**src/rtl/uart_tx_arbiter_pkg.sv**
```systemverilog
// Shared definitions for the UART TX arbiter: FSM state encoding, default
// byte width and the grant-index width helper.
package uart_tx_arbiter_pkg;

    localparam int DEFAULT_DATA_WIDTH = 8;

    typedef enum logic [1:0] {
        ST_IDLE      = 2'd0,
        ST_ISSUE     = 2'd1,
        ST_WAIT_BUSY = 2'd2,
        ST_WAIT_DONE = 2'd3
    } arb_state_t;

    // Width of an index into n entries; never narrower than one bit.
    function automatic int idx_width(input int n);
        return (n < 2) ? 1 : $clog2(n);
    endfunction

endpackage

```
**src/rtl/uart_tx_arbiter_rr_pick.sv**
```systemverilog
// Pointer-based round-robin picker: searches req starting at ptr, wrapping
// NUM_REQ-1 -> 0, and returns the first set index plus an any-valid flag.
module uart_rr_pick
    import uart_tx_arbiter_pkg::*;
#(
    parameter int NUM_REQ = 4,
    parameter int IDX_W   = idx_width(NUM_REQ)
) (
    input  logic [NUM_REQ-1:0] req,
    input  logic [IDX_W-1:0]   ptr,
    output logic [IDX_W-1:0]   idx,
    output logic               any_valid
);

    logic [IDX_W:0]   sum;
    logic [IDX_W-1:0] cand;

    // Walk the requesters in search order and keep the first hit.
    always_comb begin
        idx       = {IDX_W{1'b0}};
        any_valid = 1'b0;
        sum       = {(IDX_W+1){1'b0}};
        cand      = {IDX_W{1'b0}};
        for (int i = 0; i < NUM_REQ; i++) begin
            sum = {1'b0, ptr} + (IDX_W+1)'(i);
            if (sum >= (IDX_W+1)'(NUM_REQ)) begin
                sum = sum - (IDX_W+1)'(NUM_REQ);
            end else begin
                sum = sum;
            end
            cand = sum[IDX_W-1:0];
            if (!any_valid && req[cand]) begin
                idx       = cand;
                any_valid = 1'b1;
            end else begin
                idx       = idx;
                any_valid = any_valid;
            end
        end
    end

endmodule

```
**src/rtl/uart_tx_arbiter.sv**
```systemverilog
// Round-robin arbiter sharing one UART transmitter between NUM_REQ byte
// requesters. Latches the winner's byte and parity enable, issues a single
// Data_valid pulse, follows tx_busy to find the end of the frame and acks.
// Optional build macro UART_ARB_PRIO0_EN: requester 0 gets strict priority,
// the rest round-robin among themselves.
module uart_tx_arbiter
    import uart_tx_arbiter_pkg::*;
#(
    parameter int  NUM_REQ       = 4,
    parameter int  DATA_WIDTH    = DEFAULT_DATA_WIDTH,
    parameter int  BUSY_WAIT_MAX = 4,
    localparam int IDX_W         = idx_width(NUM_REQ),
    localparam int CNT_W         = idx_width(BUSY_WAIT_MAX)
) (
    input  logic                          clk,
    input  logic                          rst,
    input  logic [NUM_REQ-1:0]            req_valid,
    input  logic [NUM_REQ*DATA_WIDTH-1:0] req_data,
    input  logic [NUM_REQ-1:0]            req_par_en,
    output logic [NUM_REQ-1:0]            req_ack,
    output logic                          req_err,
    output logic [IDX_W-1:0]              grant_id,
    output logic                          arb_busy,
    output logic                          tx_data_valid,
    output logic [DATA_WIDTH-1:0]         tx_p_data,
    output logic                          tx_par_en,
    input  logic                          tx_busy
);

    arb_state_t        state;
    logic [IDX_W-1:0]  rr_ptr;
    logic [CNT_W-1:0]  wait_cnt;

    logic [NUM_REQ-1:0]    eligible;
    logic [NUM_REQ-1:0]    pick_mask;
    logic [IDX_W-1:0]      pick_idx;
    logic                  pick_any;
    logic [IDX_W-1:0]      winner;
    logic                  win_any;
    logic [DATA_WIDTH-1:0] win_data;
    logic                  win_par;
    logic [NUM_REQ-1:0]    ack_vec;
    logic [IDX_W-1:0]      ptr_next;

    uart_rr_pick #(
        .NUM_REQ (NUM_REQ),
        .IDX_W   (IDX_W)
    ) u_pick (
        .req       (pick_mask),
        .ptr       (rr_ptr),
        .idx       (pick_idx),
        .any_valid (pick_any)
    );

    // Eligibility, winner selection and the winner's payload.
    always_comb begin
        // A requester being acked this cycle may still hold req_valid; mask it
        // so it cannot be granted a second frame.
        eligible = req_valid & ~req_ack;
`ifdef UART_ARB_PRIO0_EN
        pick_mask = eligible & ~{{(NUM_REQ-1){1'b0}}, 1'b1};
        if (eligible[0]) begin
            winner  = {IDX_W{1'b0}};
            win_any = 1'b1;
        end else begin
            winner  = pick_idx;
            win_any = pick_any;
        end
`else
        pick_mask = eligible;
        winner    = pick_idx;
        win_any   = pick_any;
`endif
        win_data = {DATA_WIDTH{1'b0}};
        for (int i = 0; i < NUM_REQ; i++) begin
            if (winner == IDX_W'(i)) begin
                win_data = req_data[i*DATA_WIDTH +: DATA_WIDTH];
            end else begin
                win_data = win_data;
            end
        end
        win_par = req_par_en[winner];
        ack_vec = {{(NUM_REQ-1){1'b0}}, 1'b1} << grant_id;
        if (grant_id == IDX_W'(NUM_REQ-1)) begin
            ptr_next = {IDX_W{1'b0}};
        end else begin
            ptr_next = grant_id + IDX_W'(1);
        end
    end

    // Arbiter FSM with registered outputs toward the requesters and the TX.
    always_ff @(posedge clk) begin
        if (rst) begin
            state         <= ST_IDLE;
            rr_ptr        <= {IDX_W{1'b0}};
            wait_cnt      <= {CNT_W{1'b0}};
            req_ack       <= {NUM_REQ{1'b0}};
            req_err       <= 1'b0;
            grant_id      <= {IDX_W{1'b0}};
            arb_busy      <= 1'b0;
            tx_data_valid <= 1'b0;
            tx_p_data     <= {DATA_WIDTH{1'b0}};
            tx_par_en     <= 1'b0;
        end else begin
            req_ack       <= {NUM_REQ{1'b0}};
            req_err       <= 1'b0;
            tx_data_valid <= 1'b0;
            case (state)
                ST_IDLE: begin
                    if (win_any) begin
                        state         <= ST_ISSUE;
                        grant_id      <= winner;
                        tx_p_data     <= win_data;
                        tx_par_en     <= win_par;
                        tx_data_valid <= 1'b1;
                        arb_busy      <= 1'b1;
                    end else begin
                        state    <= ST_IDLE;
                        arb_busy <= 1'b0;
                    end
                end
                ST_ISSUE: begin
                    wait_cnt <= {CNT_W{1'b0}};
                    state    <= ST_WAIT_BUSY;
                    arb_busy <= 1'b1;
                end
                ST_WAIT_BUSY: begin
                    if (tx_busy) begin
                        state <= ST_WAIT_DONE;
                    end else if (wait_cnt == CNT_W'(BUSY_WAIT_MAX-1)) begin
                        // TX never started: fail the frame, keep the pointer
                        // so the same requester is first in line again.
                        req_ack  <= ack_vec;
                        req_err  <= 1'b1;
                        wait_cnt <= {CNT_W{1'b0}};
                        state    <= ST_IDLE;
                        arb_busy <= 1'b0;
                    end else begin
                        wait_cnt <= wait_cnt + CNT_W'(1);
                    end
                end
                ST_WAIT_DONE: begin
                    if (!tx_busy) begin
                        req_ack  <= ack_vec;
                        rr_ptr   <= ptr_next;
                        state    <= ST_IDLE;
                        arb_busy <= 1'b0;
                    end else begin
                        state <= ST_WAIT_DONE;
                    end
                end
                default: begin
                    state    <= ST_IDLE;
                    arb_busy <= 1'b0;
                end
            endcase
        end
    end

endmodule

```
**config.mk**
```make
export PLATFORM = sky130hd
export DESIGN_NAME = uart_tx_arbiter
export DESIGN_NICKNAME = d
export VERILOG_FILES = /design/src/rtl/uart_tx_arbiter_pkg.sv /design/src/rtl/uart_tx_arbiter_rr_pick.sv /design/src/rtl/uart_tx_arbiter.sv
export SDC_FILE = /design/constraint.sdc
export NUM_CORES = 1
export LEC_CHECK = 0
export BUFFER_PORTS_ARGS = -buffer_cell sky130_fd_sc_hd__buf_2
export CAP_MARGIN = 10
export CORE_ASPECT_RATIO = 0.7
export CORE_MARGIN = 5
export CORE_UTILIZATION = 45
export DETAILED_ROUTE_END_ITERATION = 16
export MAX_ROUTING_LAYER = met4
export PLACE_DENSITY_LB_ADDON = 0.15
export SKIP_LAST_GASP = 1
export SLEW_MARGIN = 5
export SYNTH_ARGS = -nofsm -noshare
export SYNTH_HDL_FRONTEND = slang
export SYNTH_HIERARCHICAL = 1
export SYNTH_SLANG_ARGS = --single-unit
```
**constraint.sdc**
```tcl
create_clock -name clk -period 4.7 [get_ports clk]
set_input_delay 0.94 -clock clk [delete_from_list [all_inputs] [get_ports clk]]
set_output_delay 0.94 -clock clk [all_outputs]
set_load 0.01 [all_outputs]
```
==> impl_summary.log <==
[metrics] Die X: about 73 microns
[metrics] time the worst path needs with I/O delays and setup: approximately 2.7 ns
[metrics] die boundary height: 54.4 microns
[metrics] detailed-route vias per instance: just over 5
[metrics] power density over cell area: about 300 nW/um^2
[metrics] share of the synthesized area in compound gates (AO/OA/AOI/OAI): 0.114
[metrics] CP top delay family: compound AO/OA/AOI/OAI gates
[metrics] main combinational cell family by area after synthesis: simple AND/OR/NAND/NOR gates
[metrics] number of failing setup endpoints in the final timing report: 0
[metrics] Starting DRT DRC Count: 19
[metrics] final period utilization: 0.572
[metrics] total CTS buffers: 3
[metrics] Layout Skew: 0.00310 ns
[metrics] count of max-cap constraint violations: 0
[metrics] detailed-route via count: 1,175
[metrics] critical path endpoint category: register
[metrics] sum of routed wire length over all layers: about 3.1 mm
[metrics] Worst path most repeated cell: sky130_fd_sc_hd__a21oi_1
[metrics] Peak Freq: around 370 MHz
[metrics] clk sink count: 24
[metrics] library cell used as clock root buffer: sky130_fd_sc_hd__clkbuf_8
[metrics] length of the first detailed-routing pass in iterations: 4
[metrics] CP Class: primary input to register
[metrics] clock-pin slew on the worst setup and hold paths: approximately 0.08 ns
[metrics] remaining max-slew budget at the tightest pin: 0.306
[metrics] total instance count after detailed placement: 224
[metrics] I/O pin total: 61
[metrics] post-synthesis adder-cell area fraction: 0.0493
[metrics] HP Class: register to register
[metrics] number of register bits inferred by synthesis: 24
[metrics] Post-Syn Instances: 135
[metrics] transition at the pin with the smallest max-transition slack: around 1.0 ns
[metrics] result of the run: completed
[metrics] antenna violations before repair: 0
[metrics] Post-Synth XOR/XNOR Area: 0
[metrics] clock tree from TritonCTS: yes
[metrics] Cell Chain, Critical Path: buf_2 -> nor2b_1 -> a21oi_1 -> o21ai_0 -> a21oi_1 -> mux4_2 -> nand2_1 -> a21oi_1
[metrics] total power draw: 0.485 mW
[metrics] die outline area: roughly 4000 sq um
[metrics] WP buf/inv: 1
[metrics] buffers inserted during post-CTS setup optimization: 0
[metrics] filler-free cell count of the finished design: 228
[metrics] worst stage delay on the critical path: between 0.8 and 0.9 ns
[metrics] mean cell area of the mapped netlist: ~9.4 sq um
[metrics] net count after synthesis: approximately 180
[metrics] highest net fanout along the worst path: 10
[metrics] required time of the worst setup path: ~4.8 ns
[metrics] worst voltage drop across the vdd grid: around 0.2 mV
[metrics] combined area of all synthesized cells: 1270 sq um
[metrics] post-synth cell types: 31
[metrics] global-route congestion overflow total: 0
[metrics] number of antenna diodes: 0
[metrics] setup repair after global routing missed its margin: no
[metrics] crit path launch type: primary input
[metrics] critical path arrival: approximately 2.8 ns
[metrics] standard-cell rows: 16
[metrics] H-Tree Depth: 1
[metrics] buffer depth of the longest clock path: 2
[metrics] floorplan core area: roughly 2700 sq um
[metrics] warnings from Yosys: 6
[metrics] final hold vios: 0
[metrics] first-pass GRT wire length: a little under 5 mm
[metrics] basic-gate share of the synthesized area counting and, or, nand and nor cells: 0.223
[metrics] Starting Density: 0.463
[metrics] Wirelength per Cell: 13.5 microns
[metrics] quantity of gates resized following cts: 0
[metrics] post-synthesis sequential area ratio: 0.379
[metrics] fraction of layout cells with a size suffix above 1: 0.406
[metrics] total negative setup slack: 0 ns
[metrics] placer's final routability congestion estimate: between 0.7 and 0.8
[metrics] remaining number of nets flagged by the antenna check after routing: 0
[metrics] layout-stage area growth over the synthesis result: 27.5%
[metrics] multiplexer share of the synthesized area: 0.168
[metrics] vias in the first global route: about 1,200
[metrics] Max stage delay cell, worst path: sky130_fd_sc_hd__a21oi_1
[metrics] DPL Wire Length: 2.43 mm
[metrics] All-Layer GR Usage: 0.166
[metrics] maximum number of pins on one net before global-route repair: 22
[metrics] Net count, final: approximately 240
[metrics] pins over their slew limit: 0
[metrics] clock latency of the later-clocked register in the worst-skew pair: around 0.26 ns
[metrics] leak pwr: ~0.75 nW
[metrics] number of remaining DRC errors: 0
[metrics] number of hold buffers added after cts: 0
[metrics] I/O Buffers: 60
[final timing paths]
path | from | to | slack (ns) | cells past startpoint
worst max-delay path | req_valid[0] | tx_p_data[4] | 2.01 | 8
worst min register to register | tx_p_data[3] | tx_p_data[3] | 0.46 | 2
worst min-delay path | tx_p_data[3] | tx_p_data[3] | 0.46 | 2
worst max register to register | req_ack[0] | tx_p_data[4] | 2.53 | 7
[state kept, by name, summed over array words and instances, names as in the netlist]
signal and flops:
wait_cnt 2, tx_par_en 1, tx_p_data 8, req_err 1, state 2, req_ack 4
arb_busy 1, tx_data_valid 1, rr_ptr 2, grant_id 2
[final cells by class]
class,instances,area [sq um]
fillers,248,1120
well taps,36,45.0
inverters,7,26.3
flip-flops and latches,24,480
clock buffers,4,55.1
multi-input cells,96,703
repair buffers,61,308
[worst reg2reg max path: cells and delay by family, from the launching register on]
family / cells / cell delay, ns
flip-flops: 1 / 0.33
AND/OR/NAND/NOR: 2 / 0.16
multiplexers: 1 / 0.43
AO/OA/AOI/OAI: 4 / 1.12
[metrics by stage]
stage | hold slack (ns) | utilization | instance area (sq um) | setup WS [ns]
6_report | 0.457 | 0.590 | 1620 | 2.01
5_1_grt | 0.473 | 0.590 | 1620 | 1.89
4_1_cts | 0.460 | 0.590 | 1620 | 2.02
3_5_place_dp | 0.448 | 0.570 | 1560 | 1.74
3_3_place_gp | 0.439 | 0.570 | 1560 | 1.85
2_1_floorplan | 0.464 | - | 1270 | 2.09
[layout by cell type, fill, tap and decap left out, types with 2 or more instances in the layout]
cell type,instances
sky130_fd_sc_hd__ha_1,5
sky130_fd_sc_hd__a21oi_1,18
sky130_fd_sc_hd__buf_2,60
sky130_fd_sc_hd__clkbuf_8,4
sky130_fd_sc_hd__nor2_1,6
sky130_fd_sc_hd__mux4_2,9
sky130_fd_sc_hd__nand2b_1,2
sky130_fd_sc_hd__nand2_1,24
sky130_fd_sc_hd__nor2b_1,4
sky130_fd_sc_hd__and2_0,2
sky130_fd_sc_hd__nand3b_1,3
sky130_fd_sc_hd__and2_1,4
sky130_fd_sc_hd__nor3_1,3
sky130_fd_sc_hd__dfxtp_1,24
sky130_fd_sc_hd__inv_1,6
sky130_fd_sc_hd__o21ai_0,4
[cell usage after synthesis]
master / count / area share
sky130_fd_sc_hd__a211oi_1: 1 / 0.0059
sky130_fd_sc_hd__a21oi_1: 18 / 0.071
sky130_fd_sc_hd__a21oi_2: 1 / 0.0069
sky130_fd_sc_hd__a221o_1: 1 / 0.0079
sky130_fd_sc_hd__and2_0: 2 / 0.0099
sky130_fd_sc_hd__and2_1: 4 / 0.020
sky130_fd_sc_hd__buf_2: 2 / 0.0079
sky130_fd_sc_hd__buf_4: 1 / 0.0059
sky130_fd_sc_hd__buf_6: 3 / 0.027
sky130_fd_sc_hd__clkbuf_1: 2 / 0.0059
sky130_fd_sc_hd__dfxtp_1: 24 / 0.38
sky130_fd_sc_hd__ha_1: 5 / 0.049
sky130_fd_sc_hd__inv_1: 6 / 0.018
sky130_fd_sc_hd__inv_2: 1 / 0.0030
sky130_fd_sc_hd__mux2i_1: 1 / 0.0079
sky130_fd_sc_hd__mux4_2: 9 / 0.16
sky130_fd_sc_hd__nand2_1: 24 / 0.071
sky130_fd_sc_hd__nand2b_1: 2 / 0.0099
sky130_fd_sc_hd__nand3_1: 1 / 0.0039
sky130_fd_sc_hd__nand3b_1: 3 / 0.018
sky130_fd_sc_hd__nor2_1: 6 / 0.018
sky130_fd_sc_hd__nor2b_1: 4 / 0.020
sky130_fd_sc_hd__nor3_1: 3 / 0.012
sky130_fd_sc_hd__nor3b_1: 1 / 0.0059
sky130_fd_sc_hd__nor3b_2: 1 / 0.0099
sky130_fd_sc_hd__nor4_1: 1 / 0.0049
sky130_fd_sc_hd__nor4b_1: 1 / 0.0069
sky130_fd_sc_hd__o21ai_0: 4 / 0.016
sky130_fd_sc_hd__o221ai_1: 1 / 0.0069
sky130_fd_sc_hd__or3_1: 1 / 0.0049
sky130_fd_sc_hd__or3b_4: 1 / 0.0089
[per-layer routing]
layer / global-route usage / vias to the layer above / part of all wire
li1: - / 583 / -
met1: 0.196 / 551 / 0.41
met2: 0.291 / 39 / 0.50
met3: 0.0495 / 2 / 0.089
met4: 0.0241 / 0 / 0.0046
met5: - / - / 0
[cells by family after synthesis]
group / after synthesis
and+or+nand+nor: 55
AOI/OAI and AO/OA: 26
DFF: 24
buffers and inverters: 15
muxes: 10
adders and majority gates: 5
[power breakdown]
part	total (mW)	internal, mW	switching [mW]
Sequential	0.234	0.220	0.0146
Combinational	0.114	0.0573	0.0570
Clock	0.137	0.0747	0.0619
Note: power is estimated with default switching activity, not from simulation.
